**src/rtl/pipeline_controller.sv**
```systemverilog
// Hazard, redirect and freeze control for a 5-stage in-order pipeline.
// Ports: stage write/flush enables, PC redirect, stall and flush counters.
module pipeline_controller #(
   parameter int DATA_WIDTH = 64,
   parameter int CNT_WIDTH  = 32
) (
   input  logic                  clk,
   input  logic                  reset_n,
   input  logic                  mem_hazard,
   input  logic                  mispredict,
   input  logic [DATA_WIDTH-1:0] target_ex,
   input  logic                  icache_valid,
   input  logic                  dcache_busy,
   input  logic                  ecall_wb,
   input  logic                  ecall_done,
   output logic                  pc_write,
   output logic                  if_id_write,
   output logic                  id_ex_write,
   output logic                  ex_mem_write,
   output logic                  mem_wb_write,
   output logic                  if_id_flush,
   output logic                  id_ex_flush,
   output logic                  redirect_valid,
   output logic [DATA_WIDTH-1:0] redirect_pc,
   output logic [CNT_WIDTH-1:0]  stall_cycles,
   output logic [CNT_WIDTH-1:0]  flush_count
);

   typedef enum logic [1:0] {
      RUN        = 2'd0,
      MEM_WAIT   = 2'd1,
      ECALL_WAIT = 2'd2
   } state_t;

   state_t                state;
   state_t                state_nxt;
   logic                  pend_valid;
   logic [DATA_WIDTH-1:0] pend_pc;
   logic                  frozen;
   logic                  redir;
   logic [DATA_WIDTH-1:0] redir_tgt;

   assign frozen = (state == MEM_WAIT) || (state == ECALL_WAIT) ||
                   dcache_busy || ((state == RUN) && ecall_wb);
   assign redir     = mispredict || pend_valid;
   assign redir_tgt = mispredict ? target_ex : pend_pc;

   always_ff @(posedge clk or negedge reset_n) begin
      if (!reset_n) begin
         state      <= RUN;
         pend_valid <= 1'b0;
         pend_pc    <= '0;
      end else begin
         state <= state_nxt;
         // a redirect that cannot issue now is held until the freeze ends
         if (frozen && mispredict) begin
            pend_valid <= 1'b1;
            pend_pc    <= target_ex;
         end else if (!frozen && redir) begin
            pend_valid <= 1'b0;
         end
      end
   end

   always_ff @(posedge clk or negedge reset_n) begin
      if (!reset_n) begin
         stall_cycles <= '0;
         flush_count  <= '0;
      end else begin
         if (!pc_write && (stall_cycles != '1))
            stall_cycles <= stall_cycles + 1'b1;
         if (redirect_valid && (flush_count != '1))
            flush_count <= flush_count + 1'b1;
      end
   end

   always_comb begin
      state_nxt      = state;
      pc_write       = 1'b0;
      if_id_write    = 1'b0;
      id_ex_write    = 1'b0;
      ex_mem_write   = 1'b0;
      mem_wb_write   = 1'b0;
      if_id_flush    = 1'b0;
      id_ex_flush    = 1'b0;
      redirect_valid = 1'b0;
      redirect_pc    = '0;

      unique case (state)
         RUN: begin
            // an ecall behind a busy dcache waits until the access drains
            if (dcache_busy && !ecall_wb)
               state_nxt = MEM_WAIT;
            else if (ecall_wb && !dcache_busy)
               state_nxt = ECALL_WAIT;
         end
         MEM_WAIT: begin
            if (!dcache_busy)
               state_nxt = RUN;
         end
         ECALL_WAIT: begin
            if (ecall_done)
               state_nxt = RUN;
         end
         default: state_nxt = RUN;
      endcase

      if (reset_n && !frozen) begin
         ex_mem_write = 1'b1;
         mem_wb_write = 1'b1;
         id_ex_write  = 1'b1;
         if (redir) begin
            pc_write       = 1'b1;
            if_id_write    = 1'b1;
            if_id_flush    = 1'b1;
            id_ex_flush    = 1'b1;
            redirect_valid = 1'b1;
            redirect_pc    = redir_tgt;
         end else if (mem_hazard) begin
            id_ex_flush = 1'b1;
         end else if (!icache_valid) begin
            if_id_write = 1'b1;
            if_id_flush = 1'b1;
         end else begin
            pc_write    = 1'b1;
            if_id_write = 1'b1;
         end
      end
   end

endmodule

```
**config.mk**
```make
export PLATFORM = sky130hd
export DESIGN_NAME = pipeline_controller
export DESIGN_NICKNAME = d
export VERILOG_FILES = /design/src/rtl/pipeline_controller.sv
export SDC_FILE = /design/constraint.sdc
export NUM_CORES = 1
export LEC_CHECK = 0
export CAP_MARGIN = 10
export CORE_ASPECT_RATIO = 0.75
export CORE_MARGIN = 2
export CORE_UTILIZATION = 51
export DETAILED_ROUTE_END_ITERATION = 10
export GPL_TIMING_DRIVEN = 0
export HOLD_SLACK_MARGIN = 0.1
export PLACE_DENSITY = 0.86
export SLEW_MARGIN = 25
export SYNTH_ARGS = -nofsm -noshare
export SYNTH_HDL_FRONTEND = slang
export SYNTH_SLANG_ARGS = --single-unit
```
**constraint.sdc**
```tcl
create_clock -name clk -period 5 [get_ports clk]
set_input_delay 0.5 -clock clk [delete_from_list [all_inputs] [get_ports clk]]
set_output_delay 0.5 -clock clk [all_outputs]
set_load 0.01 [all_outputs]
```
# Word-level counts from Yosys, hierarchy flattened
# Cells that the tools add are included.
[totals]
wordCells = 60
regBits = 131
in_bits = 72
output_inout_bits = 136
[classes]
eq_ne = 7
addsub = 2
n_reduce_logical = 19
muxes = 27
[op_table]
columns = ["cell", "count"]
rows = [
  ["$mux 64", 3],
  ["$add 32x1->32 const B", 2],
  ["$ne 32x32->1 const B", 2],
  ["$mux 1", 19],
  ["$logic_and 1x1->1", 8],
  ["$mux 2", 4],
  ["$pmux 2 s3", 1],
  ["$logic_not 1->1", 4],
  ["$logic_or 1x1->1", 4],
  ["$ne 2x2->1 const B", 2],
  ["$ne 3x1->1 const B", 1],
  ["$reduce_and 3->1", 1],
  ["$eq 2x1->1 const B", 1],
  ["$eq 2x2->1 const B", 1],
  ["$logic_not 2->1", 1],
  ["$reduce_bool 2->1", 1],
]

# Logic depth before layout (Yosys ltp)
# Gate-level depths: netlist (run 1).
[depth]
ltp_word = 9
depth_mapped = 8
mapped_depth_nobuf = 7

# Worst setup path before layout (run 1)
# OpenSTA, ideal clock, no wires.
[synth_timing]
path_kind = "register -> output"
startpoint = "register state[0]"
endpoint = "output port redirect_pc[23]"
path_slack_ns = 2.583
n_path_buf = 2
stages_incl_launch_ff = 8
required_time_ns = 4.500
arrival_ns = 1.917
cell_sequence = "dfrtp_1 > inv_1 > ha_1 > a211o_1 > or2_2 > clkbuf_1 > buf_1 > nor2_1"
[synth_between]
elab_chain_len = 7
word_cells_on_any_way = 10
cone_classes = "eq/ne: 2; mux: 1; reduce/logical: 7"
[synth_rtl]
columns = ["element", "line", "rtl"]
rows = [
  ["start: declaration", "35", "state_t state;"],
  ["start signal: assignment", "54", "state <= state_nxt;"],
  ["$eq 2x1->1 or $eq 2x2->1 (tied branches)", "43", "assign frozen = (state == MEM_WAIT) || (state == ECALL_WAIT) ||"],
  ["$logic_or 1x1->1 (2 in series)", "43", ""],
  ["$logic_or 1x1->1 *", "44", "dcache_busy || ((state == RUN) && ecall_wb);"],
  ["$logic_not 1->1 *", "108", "if (reset_n && !frozen) begin"],
  ["$logic_and 1x1->1 *", "108", ""],
  ["$mux 64 *", "108", ""],
  ["end: declaration", "24", "output logic [DATA_WIDTH-1:0] redirect_pc,"],
]
# Every way passes the cells marked *; elsewhere a longest branch is shown, timed or not.

# Final worst setup path (run 1)
[layout_timing]
startpoint = "input port reset_n"
endpoint = "output port redirect_pc[11]"
[layout_between]
elab_chain_len = 2
[layout_rtl]
columns = ["element", "line", "rtl"]
rows = [
  ["start: declaration", "8", "input logic reset_n,"],
  ["$logic_and 1x1->1", "108", ""],
  ["$mux 64", "108", ""],
]
# Every way passes these cells.

==> results of run 1 <==
power breakdown:
part           internal (W)  leakage (nW)  switching, W
sequential          0.00132          1.66      0.000189
combinational      0.000633          2.20      0.000515
clock              0.000903         0.315      0.000451
metrics by stage:
stage	total power (W)	hold slack, ps	setup slack [ps]	util, %
3_3_place_gp	0.002582	472.6	-4568	69.43
4_1_cts	0.004033	500.2	388.8	74.72
5_1_grt	0.004204	513.5	195.1	74.72
3_5_place_dp	0.002651	431.3	998.5	69.68
2_1_floorplan	0.002130	204.4	2583	-
6_report	0.004010	493.1	466.1	74.72
synth_stat cells (all sizes together), types with 5 or more instances:
library cell    n  area (sq um)
nor4           12         93.84
inv            11         41.29
and3           13         81.33
dfrtp         131          3278
ha              5         62.56
xnor2          36         315.3
mux2           66         743.2
buf            11         61.30
nor2           88         330.3
nand2          27         101.4
clkbuf         16         60.06
nand4          27         175.2
mux2i          65         650.6
nand3          27         140.1
xor2           26         227.7
nor3            9         45.04
kinds of logic (layout without fill, tap and decap cells):
| family | after synthesis | in the layout | share of synthesized area [%] |
|---|---|---|---|
| AO/OA/AOI/OAI | 16 | 16 | 2.421 |
| XOR/XNOR | 62 | 62 | 8.144 |
| adder cells (fa/ha/maj) | 5 | 5 | 0.9383 |
| buffers and inverters | 38 | 277 | 2.439 |
| flip-flops | 131 | 131 | 49.16 |
| multiplexers | 131 | 131 | 20.90 |
| AND/OR/NAND/NOR | 216 | 216 | 15.99 |
area by class of cell:
class | count | area share (%)
Inverter | 11 | 0.4290
Clock buffer | 20 | 4.745
Buffer | 27 | 1.261
Timing Repair Buffer | 208 | 21.86
Sequential cell | 131 | 34.06
Clock inverter | 11 | 1.898
Tap cell | 171 | 2.223
Multi-Input combinational cell | 430 | 33.52
sequential cells by signal, summed over array words and instances (netlist names):
name          count
pend_valid        1
stall_cycles     32
flush_count      32
state             2
pend_pc          64
final timing paths:
check	from	end	slack, ps	depth (start not counted)
hold / removal	stall_cycles[19]	stall_cycles[19]	490	1
hold reg to reg	stall_cycles[19]	stall_cycles[19]	490	1
max in group asynchronous	reset_n	stall_cycles[14]	3650	3
min in group asynchronous	reset_n	pend_pc[28]	580	2
setup / recovery	reset_n	redirect_pc[11]	470	9
setup reg to reg	state[1]	flush_count[19]	2490	7
worst max-delay path, cell delays in order:
cell and delay [ps]:
dlygate4sd3_1 570, buf_8 350, buf_16 380, o21ai_0 350, or2_2 390, clkbuf_1 280, clkbuf_1 300, nor2_1 240
clkdlybuf4s50_1 580
timing repair:
item                                   in CTS  in global routing
endpoints found under the hold margin      51                  0
hold buffers                                1                  0
setup endpoints to repair                   0                  0
layer usage:
layer	share of wire, %	vias to the layer above	global-route usage (%)
met4	1.8	0	8.974
li1	-	2563	-
met2	49	187	44.88
met1	41	2718	31.80
met3	8.2	21	10.13
met5	0	-	0
==> results.sh, run 1 <==
export IMPL_fin_skew_ps=6.699
export IMPL_regArea_sq_um=3278
export IMPL_drtAntennaViolNets=0
export IMPL_netlist_area_sq_um=6668
export IMPL_grt_pass1_wl_um=28720
export IMPL_synth_seq_cells=131
export IMPL_die_h_um=103.0
export IMPL_post_drt_wl_per_cell_um=17.91
export IMPL_cp_data_required_time_ps=4500
export IMPL_drive_gt1_share_pct=13.72
export IMPL_grt_pass1_vias=5726
export IMPL_final_setup_viol_count=0
export IMPL_most_common_layout_cells="clkdlybuf4s50_1, dfrtp_1, nor2_1"
export IMPL_diodes=0
export IMPL_layout_nets=903
export IMPL_synthesis_instances=599
export IMPL_synth_edff_count=0
export IMPL_cts_tree="done"
export IMPL_root_buffer="clkbuf_16"
export IMPL_start_util_pct=51.76
export IMPL_stdcell_area_sq_um=9625
export IMPL_cts_setup_buffers=0
export IMPL_synth_main_ff_cell="dfrtp_1"
export IMPL_cts_max_level=4
export IMPL_grt_max_degree=84
export IMPL_final_setup_tns_ps=0
export IMPL_portBuffers=206
export IMPL_multi_input_area_sq_um=3227
export IMPL_gp_congestion=0.8069
export IMPL_layout_min_cycle_time_ps=4534
export IMPL_timing_slew_headroom_pct=50.69
export IMPL_place_area_sq_um=8976
export IMPL_cts_buffers_inserted=17
export IMPL_crit_fanout=83
export IMPL_ctsResizeCount=0
export IMPL_core_area_sq_um=12880
export IMPL_dieArea_sq_um=14010
export IMPL_peakVddDrop_uv=275.1
export IMPL_instances_no_fill=1009
export IMPL_end_kind="output port"
export IMPL_arrival_ps=4030
export IMPL_std_cell_rows=36
export IMPL_slew_violations=0
export IMPL_grt_ovfl_total=0
export IMPL_synth_warnings=0
export IMPL_finalCritPeriodShare_pct=90.68
export IMPL_synthArstFlopShare_pct=100.0
export IMPL_dp_hpwl_um=12840
export IMPL_pin_count=208
export IMPL_die_w_um=136.0
export IMPL_drcViolationCount=0
export IMPL_fmax_ghz=0.2206
export IMPL_nFillCells=839
export IMPL_rsz0062_at_grt="false"
export IMPL_cts_buffer_depth=2
export IMPL_dp_cells=977
export IMPL_antenna_found_initial=0
export IMPL_status="finished clean"
export IMPL_clkTransAtPathRegs_ps=50
export IMPL_worstSkewPairLatency_ps=420
export IMPL_final_common_cell="clkdlybuf4s50_1"
export IMPL_syn_nets=676
export IMPL_cts_sinks=131
export IMPL_synth_cell_types=42
export IMPL_grt_usage_pct=26.66
export IMPL_start_kind="input port"
export IMPL_first_pass_iters=4
export IMPL_vias_per_cell=5.440
export IMPL_hold_viol=0
export IMPL_avgSynthCellArea_sq_um=11.13
export IMPL_syn_to_final_growth_pct=44.36
export IMPL_power_density_nw_per_um2=416.6
export IMPL_drt_total_wl_um=18080
export IMPL_maxCapViolCount=0
export IMPL_leakage_nw=4.168
export IMPL_hold_path_class="flop to flop"
export IMPL_setup_worst_path_class="input port to output port"
export IMPL_drt_iter0_markers=342
export IMPL_num_vias=5489
export IMPL_synth_seq_area_share_pct=49.16
export IMPL_tightestPinTransition_ps=739.7
Note: power is estimated with default switching activity, not from simulation.
==> run 2: changes to the inputs <==
- CAP_MARGIN: 10 -> 0
==> results of run 2 <==
The final DEF is identical to that of run 1; final timing and power are the same.
